`config.mk`:
```
export PLATFORM = sky130hd
export DESIGN_NAME = fetch_stage
export DESIGN_NICKNAME = d
export VERILOG_FILES = /design/src/rtl/fetch_stage.sv
export SDC_FILE = /design/constraint.sdc
export NUM_CORES = 1
export LEC_CHECK = 0
export ABC_CLOCK_PERIOD_IN_PS = 7700
export BUFFER_PORTS_ARGS = -buffer_cell sky130_fd_sc_hd__buf_2
export CORE_AREA = 8 8 118 164
export CTS_CLUSTER_DIAMETER = 60
export DETAILED_ROUTE_END_ITERATION = 16
export DIE_AREA = 0 0 126 172
export GPL_TIMING_DRIVEN = 0
export PLACE_DENSITY_LB_ADDON = 0.05
export RECOVER_POWER = 100
export SETUP_SLACK_MARGIN = 0.05
export SKIP_LAST_GASP = 1
export SYNTH_ARGS = -nofsm -noshare
export SYNTH_HDL_FRONTEND = slang
export SYNTH_SLANG_ARGS = --single-unit
```
`constraint.sdc`:
```
create_clock -name clk -period 7.7 [get_ports clk]
set_input_delay 0.77 -clock clk [delete_from_list [all_inputs] [get_ports clk]]
set_output_delay 0.77 -clock clk [all_outputs]
set_load 0.05 [all_outputs]
```
`src/rtl/fetch_stage.sv`:
```
// ---------------------------------------------------------------------------
// fetch_stage
//
// Instruction fetch stage feeding the decode input of the pipeline core.
// Owns the PC, issues one instruction-memory request at a time, and presents
// {instruction, PC} to decode through a registered valid/ready output backed
// by a one-entry skid buffer. Branch redirects from execute and PC loads via
// pcSelect squash anything in flight.
//
// Ports:
//   clk, reset       clock and synchronous active-high reset
//   pcSelect         load PC from startAddress and hold fetch
//   startAddress     PC load value
//   branchTaken      redirect request from execute
//   branchTarget     redirect PC
//   imemReqValid     fetch request valid        (to instruction memory)
//   imemReqReady     memory accepts request     (from instruction memory)
//   imemAddr         fetch address
//   imemRespValid    response valid, one per accepted request
//   imemRespData     fetched instruction
//   ifValid          decode output valid
//   idReady          decode accepts output
//   ifInstr, ifPc    instruction and its PC
//   ifPcPlus4        ifPc + PC_INCR
// ---------------------------------------------------------------------------
module fetch_stage #(
    parameter int                    ADDR_WIDTH = 32,
    parameter int                    DATA_WIDTH = 32,
    parameter logic [ADDR_WIDTH-1:0] RESET_ADDR = '0,
    parameter int                    PC_INCR    = 4
) (
    input  logic                  clk,
    input  logic                  reset,
    input  logic                  pcSelect,
    input  logic [ADDR_WIDTH-1:0] startAddress,
    input  logic                  branchTaken,
    input  logic [ADDR_WIDTH-1:0] branchTarget,
    output logic                  imemReqValid,
    input  logic                  imemReqReady,
    output logic [ADDR_WIDTH-1:0] imemAddr,
    input  logic                  imemRespValid,
    input  logic [DATA_WIDTH-1:0] imemRespData,
    output logic                  ifValid,
    input  logic                  idReady,
    output logic [DATA_WIDTH-1:0] ifInstr,
    output logic [ADDR_WIDTH-1:0] ifPc,
    output logic [ADDR_WIDTH-1:0] ifPcPlus4
);

    localparam logic [ADDR_WIDTH-1:0] PC_STEP = ADDR_WIDTH'(PC_INCR);

    typedef enum logic [2:0] {
        IDLE,
        REQ,
        WAIT,
        HOLD,
        DROP
    } fetchState_e;

    fetchState_e           state;
    fetchState_e           stateNext;
    logic [ADDR_WIDTH-1:0] pc;
    logic [ADDR_WIDTH-1:0] pcNext;
    logic [ADDR_WIDTH-1:0] reqPc;
    logic [DATA_WIDTH-1:0] skidInstr;
    logic [ADDR_WIDTH-1:0] skidPc;

    logic reqFire;
    logic slotFree;
    logic latchReq;
    logic loadResp;
    logic loadSkid;
    logic storeSkid;
    logic squashOut;

    // PC only changes outside REQ, so the address is stable under valid.
    assign imemAddr  = pc;
    assign ifPcPlus4 = ifPc + PC_STEP;

    // ---------------------------------------------------------------------
    // Next-state / control decode
    // ---------------------------------------------------------------------
    always_comb begin
        stateNext    = state;
        pcNext       = pc;
        latchReq     = 1'b0;
        loadResp     = 1'b0;
        loadSkid     = 1'b0;
        storeSkid    = 1'b0;
        squashOut    = 1'b0;
        imemReqValid = (state == REQ) && !pcSelect;
        reqFire      = imemReqValid && imemReqReady;
        slotFree     = !ifValid || idReady;

        if (pcSelect) begin
            pcNext    = startAddress;
            squashOut = 1'b1;
            // A response landing this very cycle retires the outstanding
            // request, so there is nothing left to drop.
            if ((state == WAIT || state == DROP) && !imemRespValid) begin
                stateNext = DROP;
            end else begin
                stateNext = IDLE;
            end
        end else if (branchTaken) begin
            pcNext    = branchTarget;
            squashOut = 1'b1;
            unique case (state)
                IDLE:    stateNext = IDLE;
                // Unaccepted request is withdrawn via IDLE so imemAddr never
                // changes while valid is high.
                REQ:     stateNext = reqFire ? DROP : IDLE;
                WAIT:    stateNext = imemRespValid ? REQ : DROP;
                HOLD:    stateNext = REQ;
                // A response arriving now is the one being dropped.
                DROP:    stateNext = imemRespValid ? REQ : DROP;
                default: stateNext = IDLE;
            endcase
        end else begin
            unique case (state)
                IDLE: stateNext = REQ;
                REQ: begin
                    if (reqFire) begin
                        latchReq  = 1'b1;
                        stateNext = WAIT;
                    end
                end
                WAIT: begin
                    if (imemRespValid) begin
                        if (slotFree) begin
                            loadResp  = 1'b1;
                            pcNext    = reqPc + PC_STEP;
                            stateNext = REQ;
                        end else begin
                            storeSkid = 1'b1;
                            stateNext = HOLD;
                        end
                    end
                end
                HOLD: begin
                    if (idReady) begin
                        loadSkid  = 1'b1;
                        pcNext    = pc + PC_STEP;
                        stateNext = REQ;
                    end
                end
                DROP: begin
                    if (imemRespValid) begin
                        stateNext = REQ;
                    end
                end
                default: stateNext = IDLE;
            endcase
        end
    end

    // ---------------------------------------------------------------------
    // State and PC registers
    // ---------------------------------------------------------------------
    always_ff @(posedge clk) begin
        if (reset) begin
            state <= IDLE;
            pc    <= RESET_ADDR;
        end else begin
            state <= stateNext;
            pc    <= pcNext;
        end
    end

    // Request PC and skid entry are pure data; skid occupancy is the HOLD
    // state itself, so leaving HOLD empties it.
    always_ff @(posedge clk) begin
        if (latchReq) begin
            reqPc <= pc;
        end
        if (storeSkid) begin
            skidInstr <= imemRespData;
            skidPc    <= reqPc;
        end
    end

    // ---------------------------------------------------------------------
    // Decode output register
    // ---------------------------------------------------------------------
    always_ff @(posedge clk) begin
        if (reset) begin
            ifValid <= 1'b0;
            ifInstr <= '0;
            ifPc    <= '0;
        end else if (squashOut) begin
            ifValid <= 1'b0;
        end else if (loadResp) begin
            ifValid <= 1'b1;
            ifInstr <= imemRespData;
            ifPc    <= reqPc;
        end else if (loadSkid) begin
            ifValid <= 1'b1;
            ifInstr <= skidInstr;
            ifPc    <= skidPc;
        end else if (idReady) begin
            ifValid <= 1'b0;
        end
    end

endmodule

```
==> results of run 1 <==
-- worst max path at each step --
stage / from / slack (ns) / end / cells past startpoint
after global placement: pcSelect / 1.65 / skidInstr[29] / 5
after floorplan: pcSelect / 2.84 / reqPc[0] / 4
after detailed placement: state[2] / 3.83 / imemAddr[30] / 12
final: state[1] / 2.18 / imemAddr[26] / 14
after CTS: ifPc[6] / 3.38 / ifPcPlus4[31] / 7
after global routing: state[1] / 1.84 / imemAddr[26] / 14
-- critical path: stages, from the launching register on --
cell and delay [ns]:
dfxtp_1 0.31, clkbuf_1 0.34, and3b_1 0.31, clkbuf_1 0.49, clkbuf_1 0.50, clkbuf_1 0.46
nand2_1 0.10, nand2_1 0.07, ha_1 0.18, inv_1 0.09, nor4_1 0.89, o21ai_0 0.65
a2111oi_0 0.66, xor2_1 0.13, a211oi_1 0.23
-- flip-flops by register name, summed over array words and instances, names as in the netlist --
signal and count:
ifInstr 32, imemAddr 32, ifPc 32, skidInstr 32, ifValid 1, reqPc 32
state 3, skidPc 32
-- cell type report --
cell class              instances  share of cell area [%]
well taps                     206                   2.277
flip-flops and latches        196                   43.15
clock buffers                  17                   3.758
repair buffers                232                   8.554
inverters                      23                  0.7626
plain buffers                  64                   2.321
multi-input cells             651                   38.14
clock inverters                15                   1.039
-- cell usage after synthesis, types with 16 or more instances --
master    instances  area, µm²
nor2_1          113      424.2
dfxtp_1         100       2002
edfxtp_1         96       2883
mux2i_1          89      890.9
a211oi_1         75      563.0
nand2_1          71      266.5
a21oi_1          43      215.2
nand3_1          41      205.2
xnor2_1          33      289.0
clkbuf_1         30      112.6
inv_1            23      86.33
buf_2            22      110.1
xor2_1           20      175.2
a221oi_1         18      157.7
nor3_1           18      90.09
o21ai_0          16      80.08
-- per-layer routing --
layer | global-route usage, % | up-vias | share of wire (%)
met5 | 0 | - | 0
met4 | 9.239 | 0 | 2.2
met3 | 6.667 | 43 | 7.9
met2 | 45.93 | 384 | 50
met1 | 30.96 | 4033 | 40
li1 | - | 3990 | -
-- where the power goes --
| group | internal (µW) | switching [µW] | total [µW] |
|---|---|---|---|
| logic | 53.0 | 128 | 181 |
| clock network | 421 | 412 | 833 |
| registers | 1110 | 27.1 | 1130 |
-- stage by stage --
stage | power, µW | hold slack (ns) | area (µm²)
final | 2146 | 0.4606 | 11320
after CTS | 2154 | 0.4554 | 11660
after global routing | 2208 | 0.4910 | 11320
after detailed placement | 1340 | 0.4374 | 11110
after global placement | 1338 | 0.4346 | 11050
after floorplan | 1263 | 0.4485 | 9643
-- cells by family (layout without fill, tap and decap cells) --
family                   count (synthesis)  in the layout  share of synthesized area [%]
XOR/XNOR                                53             53                          4.814
buffers and inverters                   87            351                          3.945
adder cells (fa/ha/maj)                  2              2                         0.2595
flip-flops                             196            196                          50.66
multiplexers                            95             95                          9.939
AO/OA/AOI/OAI                          201            201                          15.40
AND/OR/NAND/NOR                        300            300                          14.99
-- layout by cell type, fill, tap and decap left out, drive strengths merged, types with 2 or more instances in the layout --
| master | count |
|---|---|
| o41ai | 2 |
| a41oi | 2 |
| clkinvlp | 3 |
| xnor2 | 33 |
| nor4b | 5 |
| buf | 96 |
| o22ai | 6 |
| a222oi | 2 |
| nand4 | 12 |
| nand3 | 41 |
| clkinv | 4 |
| nor2 | 113 |
| a31oi | 3 |
| mux2i | 89 |
| a2111oi | 5 |
| edfxtp | 96 |
| o21ai | 17 |
| a211oi | 77 |
| o221ai | 5 |
| a221o | 2 |
| and4 | 6 |
| a22oi | 2 |
| mux2 | 6 |
| and3 | 12 |
| a21oi | 43 |
| o21a | 4 |
| a221oi | 18 |
| nand2b | 2 |
| nor4 | 8 |
| clkbuf | 217 |
| o2111ai | 3 |
| o211ai | 3 |
| xor2 | 20 |
| nor3 | 21 |
| nand2 | 71 |
| ha | 2 |
| dfxtp | 100 |
| inv | 31 |
==> flow_summary.yaml, run 1 <==
status:
  status: "finished with violations"
  violations: "max-capacitance violations, max-slew violations"
grt:
  grt_usage_pct: 26.33
  grt_pass1_vias: 8247
  grt_remaining_overflow: 0
  grt_max_degree: 33
  grt_pass1_wl_um: 44860
  antenna_found_initial: 0
floorplanning:
  core_mm2: 0.01697
  start_util_pct: 56.81
  io_pins: 233
  die_area_mm2: 0.02167
  rows: 57
  fp.dieW_um: 126
  die-height_um: 172
cts:
  clk_latency_ns: 0.44
  clock_tree.root_cell: "clkbuf_16"
  cts_tree: "built"
  htreeDepth: 4
  postCtsHoldBufs: 0
  cts_buffers: 17
  cts_num_sinks: 196
  ctsResizeCount: 0
  clk_pin_slew_worst_paths_ns: 0.08
  postCtsSetupBuffers: 0
  clockBufferDepth: 2
timing:
  hold_violations: 0
  slew_viol_final: 55
  setup_viol: 0
  finalCritPeriodShare_pct: 71.73
  rsz0062_at_grt: "no"
  fin_ws_ns: 2.177
  final.setup.tns_ns: 0
  fin_skew_ns: 0.01392
  tightest_slew_ns: 2.807
  fmax_mhz: 181.1
  min_period_ns: 5.523
  relSlewSlack_pct: -87.83
run:
  drv_cap: 2
setup_path:
  crit_path_end_kind: "register"
  r2r_start: "state[1]"
  ff2ff_setup_slack_ns: 2.18
  crit_arrival_ns: 5.87
  reg2reg_to: "imemAddr[26]"
  cp-start-kind: "register"
  worstPathMaxFanout: 10
  rr_worst_depth: 14
  critPathKind: "reg -> reg"
  crit_required_ns: 8.05
place:
  routabilityCongestion: 0.9253
  dpl.hpwl_um: 22300
  place_ws_ns: 3.831
  numPortBuffers: 230
  dpl.cell_count: 1372
route:
  wl_per_cell_um: 20.68
  drcViolationCount: 0
  drt_first_pass_iters: 5
  wirelength_um: 29040
  vias: 8450
  vias_per_cell: 6.019
  ant_nets: 0
  drt_iter0_drc: 832
synthesis:
  synth.net_count: 1039
  synth_seq_area_share_pct: 50.66
  async_reset_ff_share_pct: 0
  ys.flop_type: "dfxtp_1"
  postSynthAreaPerCell_um2: 10.32
  synth-edff-count: 96
  syn_area_mm2: 0.009643
  yosysUniqueCellTypes: 67
  synth_seq_cells: 196
  syn_inst: 934
  ys_warn_count: 0
layout:
  drive_gt1_share_pct: 11.69
  finish.utilization_pct: 66.70
  seq_area_mm2: 0.004885
  syn_to_final_growth_pct: 17.40
  antennaDiodeCount: 0
  multi_input_area_mm2: 0.004318
  final_cells: 1404
  fillers: 1524
  nNetsFinal: 1290
power:
  powerDensity_mw_per_mm2: 189.6
  power.leakage_uw: 0.004423
  ir_drop_v: 0.0001184
hold_path:
  hp-class: "reg -> reg"
  holdCritStartpoint: "imemAddr[0]"
  worstHoldEndpoint: "reqPc[0]"
  min_path_cells: 0
No activity file was read; power rests on OpenSTA's default activity.
==> run 2: changes to the inputs <==
--- a/config.mk
+++ b/config.mk
@@ -5,12 +5,12 @@
 export SDC_FILE = /design/constraint.sdc
 export NUM_CORES = 1
 export LEC_CHECK = 0
-export ABC_CLOCK_PERIOD_IN_PS = 7700
+export ABC_CLOCK_PERIOD_IN_PS = 5230
 export BUFFER_PORTS_ARGS = -buffer_cell sky130_fd_sc_hd__buf_2
-export CORE_AREA = 8 8 118 164
+export CORE_AREA = 8 8 122 170
 export CTS_CLUSTER_DIAMETER = 60
 export DETAILED_ROUTE_END_ITERATION = 16
-export DIE_AREA = 0 0 126 172
+export DIE_AREA = 0 0 130 178
 export GPL_TIMING_DRIVEN = 0
 export PLACE_DENSITY_LB_ADDON = 0.05
 export RECOVER_POWER = 100
==> constraint.sdc (replaced) <==
create_clock -name clk -period 5.23 [get_ports clk]
set_input_delay 0.523 -clock clk [delete_from_list [all_inputs] [get_ports clk]]
set_output_delay 0.523 -clock clk [all_outputs]
set_load 0.05 [all_outputs]
==> run 2 against run 1 <==
The flow still finishes with violations (max-capacitance violations, max-slew violations). Die area is 6.8% higher. Hold slack worse by 0.18 ns. Combinational power up 47%. Design area grew 1.1%. Worst setup slack worse by 1.6 ns. Core utilization shrank 3.9 points. Sequential share of layout area decreased by 0.46 points. Critical path depth fell by 2. Sequential cell count unchanged. First-iteration DRC count decreased by 19%. Clock skew grew 0.0025 ns. Critical endpoint is now imemAddr[22]. Largest cell class unchanged.
==> flow_summary.yaml, run 2 (same netlist as run 1, synthesis figures left out) <==
power:
  p_clk_share_pct: 38.5
  p_total_uw: 3141
  powerDensity_mw_per_mm2: 274.5
  power.leakage_uw: 0.004393
  power.switching_uw: 817.9
  p_sw_share_pct: 26.04
  ir_drop_v: 0.0001899
  comb_power_share_pct: 8.5
  seq_power_share_pct: 53.1
  p_int_uw: 2323
floorplanning:
  start_util_pct: 52.89
  core_mm2: 0.01823
  die-height_um: 178
  fp.dieW_um: 130
  rows: 59
  die_area_mm2: 0.02314
  io_pins: 233
status:
  status: "finished with violations"
  violations: "max-capacitance violations, max-slew violations"
layout:
  syn_to_final_growth_pct: 18.66
  final_cell_mix: "203 x clkbuf_1, 113 x nor2_1, 100 x dfxtp_1"
  seq_area_mm2: 0.004885
  antennaDiodeCount: 0
  nNetsFinal: 1291
  fillers: 1696
  multi_input_area_mm2: 0.004354
  drive_gt1_share_pct: 12.18
  final_common_cell: "clkbuf_1"
route:
  wl_per_cell_um: 20.42
  vias: 8403
  vias_per_cell: 5.823
  drcViolationCount: 0
  drt_first_pass_iters: 6
  drt_iter0_drc: 675
  ant_nets: 0
  wirelength_um: 29460
setup_path:
  rr_worst_depth: 12
  worstPathMaxFanout: 10
  ff2ff_setup_slack_ns: 0.60
  reg2reg_to: "imemAddr[22]"
  cp-start-kind: "register"
  crit_path_end_kind: "register"
  r2r_start: "state[2]"
  critPathKind: "reg -> reg"
  crit_required_ns: 5.57
  crit_arrival_ns: 4.96
cts:
  htreeDepth: 4
  cts_tree: "built"
  postCtsSetupBuffers: 0
  cts_buffers: 17
  ctsResizeCount: 0
  clock_tree.root_cell: "clkbuf_16"
  clockBufferDepth: 2
  clk_pin_slew_worst_paths_ns: 0.08
  cts_num_sinks: 196
  clk_latency_ns: 0.44
  postCtsHoldBufs: 0
timing:
  fin_skew_ns: 0.01638
  rsz0062_at_grt: "no"
  fin_ws_ns: 0.6005
  slew_viol_final: 60
  relSlewSlack_pct: -14.22
  setup_viol: 0
  tightest_slew_ns: 1.713
  finalCritPeriodShare_pct: 88.52
  hold_violations: 0
  fmax_mhz: 216.0
  holdWs_ns: 0.2798
  min_period_ns: 4.629
grt:
  grt_max_degree: 31
  grt_pass1_vias: 8331
  grt_remaining_overflow: 0
  antenna_found_initial: 0
  grt_usage_pct: 25.36
  grt_pass1_wl_um: 45390
place:
  dpl.hpwl_um: 22740
  numPortBuffers: 230
  place_ws_ns: 1.288
  routabilityCongestion: 0.9295
hold_path:
  holdCritStartpoint: "imemRespData[22]"
  min_path_cells: 1
  hp-class: "in -> reg"
  worstHoldEndpoint: "skidInstr[22]"
run:
  drv_cap: 2
==> run 2: changes by cell type in the layout (fill, tap and decap cells not counted), sizes merged <==
cell,change
clkbuf,+3
inv,-3
clkinv,+2
clkinvlp,-1
==> run 2: metrics by stage <==
step	setup TNS (ns)	utilization, %	area (µm²)	cells
after floorplan	0	-	9643	934
after global placement	-40.32	60.87	11100	1408
after detailed placement	0	61.33	11180	1411
after CTS	0	64.27	11720	1443
after global routing	0	62.75	11440	1443
final	0	62.75	11440	1443
==> run 2: worst max path at each step <==
| stage | cells past startpoint | end | from | slack (ns) |
|---|---|---|---|---|
| after floorplan | 4 | reqPc[0] | pcSelect | 0.61 |
| after global placement | 5 | skidInstr[25] | pcSelect | -0.63 |
| after detailed placement | 12 | imemAddr[20] | state[2] | 1.29 |
| after CTS | 7 | ifPcPlus4[31] | ifPc[6] | 0.97 |
| after global routing | 12 | imemAddr[22] | state[2] | 0.48 |
| final | 12 | imemAddr[22] | state[2] | 0.60 |
==> run 2: metal layers <==
layer	vias up	wire length, µm	global-route usage [%]
met1	3973	12060	30.95
met3	54	2111	5.386
met2	379	14630	43.13
met5	-	0	0
li1	3997	-	-
met4	0	656	9.131
==> run 2: final cells by class <==
type	instances	area share [%]
sequential	196	42.69
multi-input combinational	651	38.05
timing repair buffer	233	8.693
clock buffer	19	3.783
tap	244	2.668
buffer	64	2.449
clock inverter	13	0.9076
inverter	23	0.7545
==> run 2: worst max-delay path, stage by stage, from the launching register on <==
cell and delay (ns):
dfxtp_1 0.47, nand3b_1 0.53, clkbuf_1 0.58, clkbuf_1 0.57, nand2_1 0.14, nand2_1 0.10, ha_1 0.22, inv_1 0.11
nor4_2 0.76, o21ai_4 0.21, a2111oi_0 0.44, xor2_1 0.12, a211oi_1 0.25
==> run 2: power by group through the flow <==
| stage | clock [µW] | combinational (µW) | sequential, µW |
|---|---|---|---|
| 6_report | 1210 | 266 | 1670 |
| 5_1_grt | 1280 | 284 | 1670 |
| 4_1_cts | 1220 | 274 | 1670 |
| 3_5_place_dp | 0 | 273 | 1700 |
| 3_3_place_gp | 0 | 271 | 1700 |
| 2_1_floorplan | 0 | 101 | 1760 |
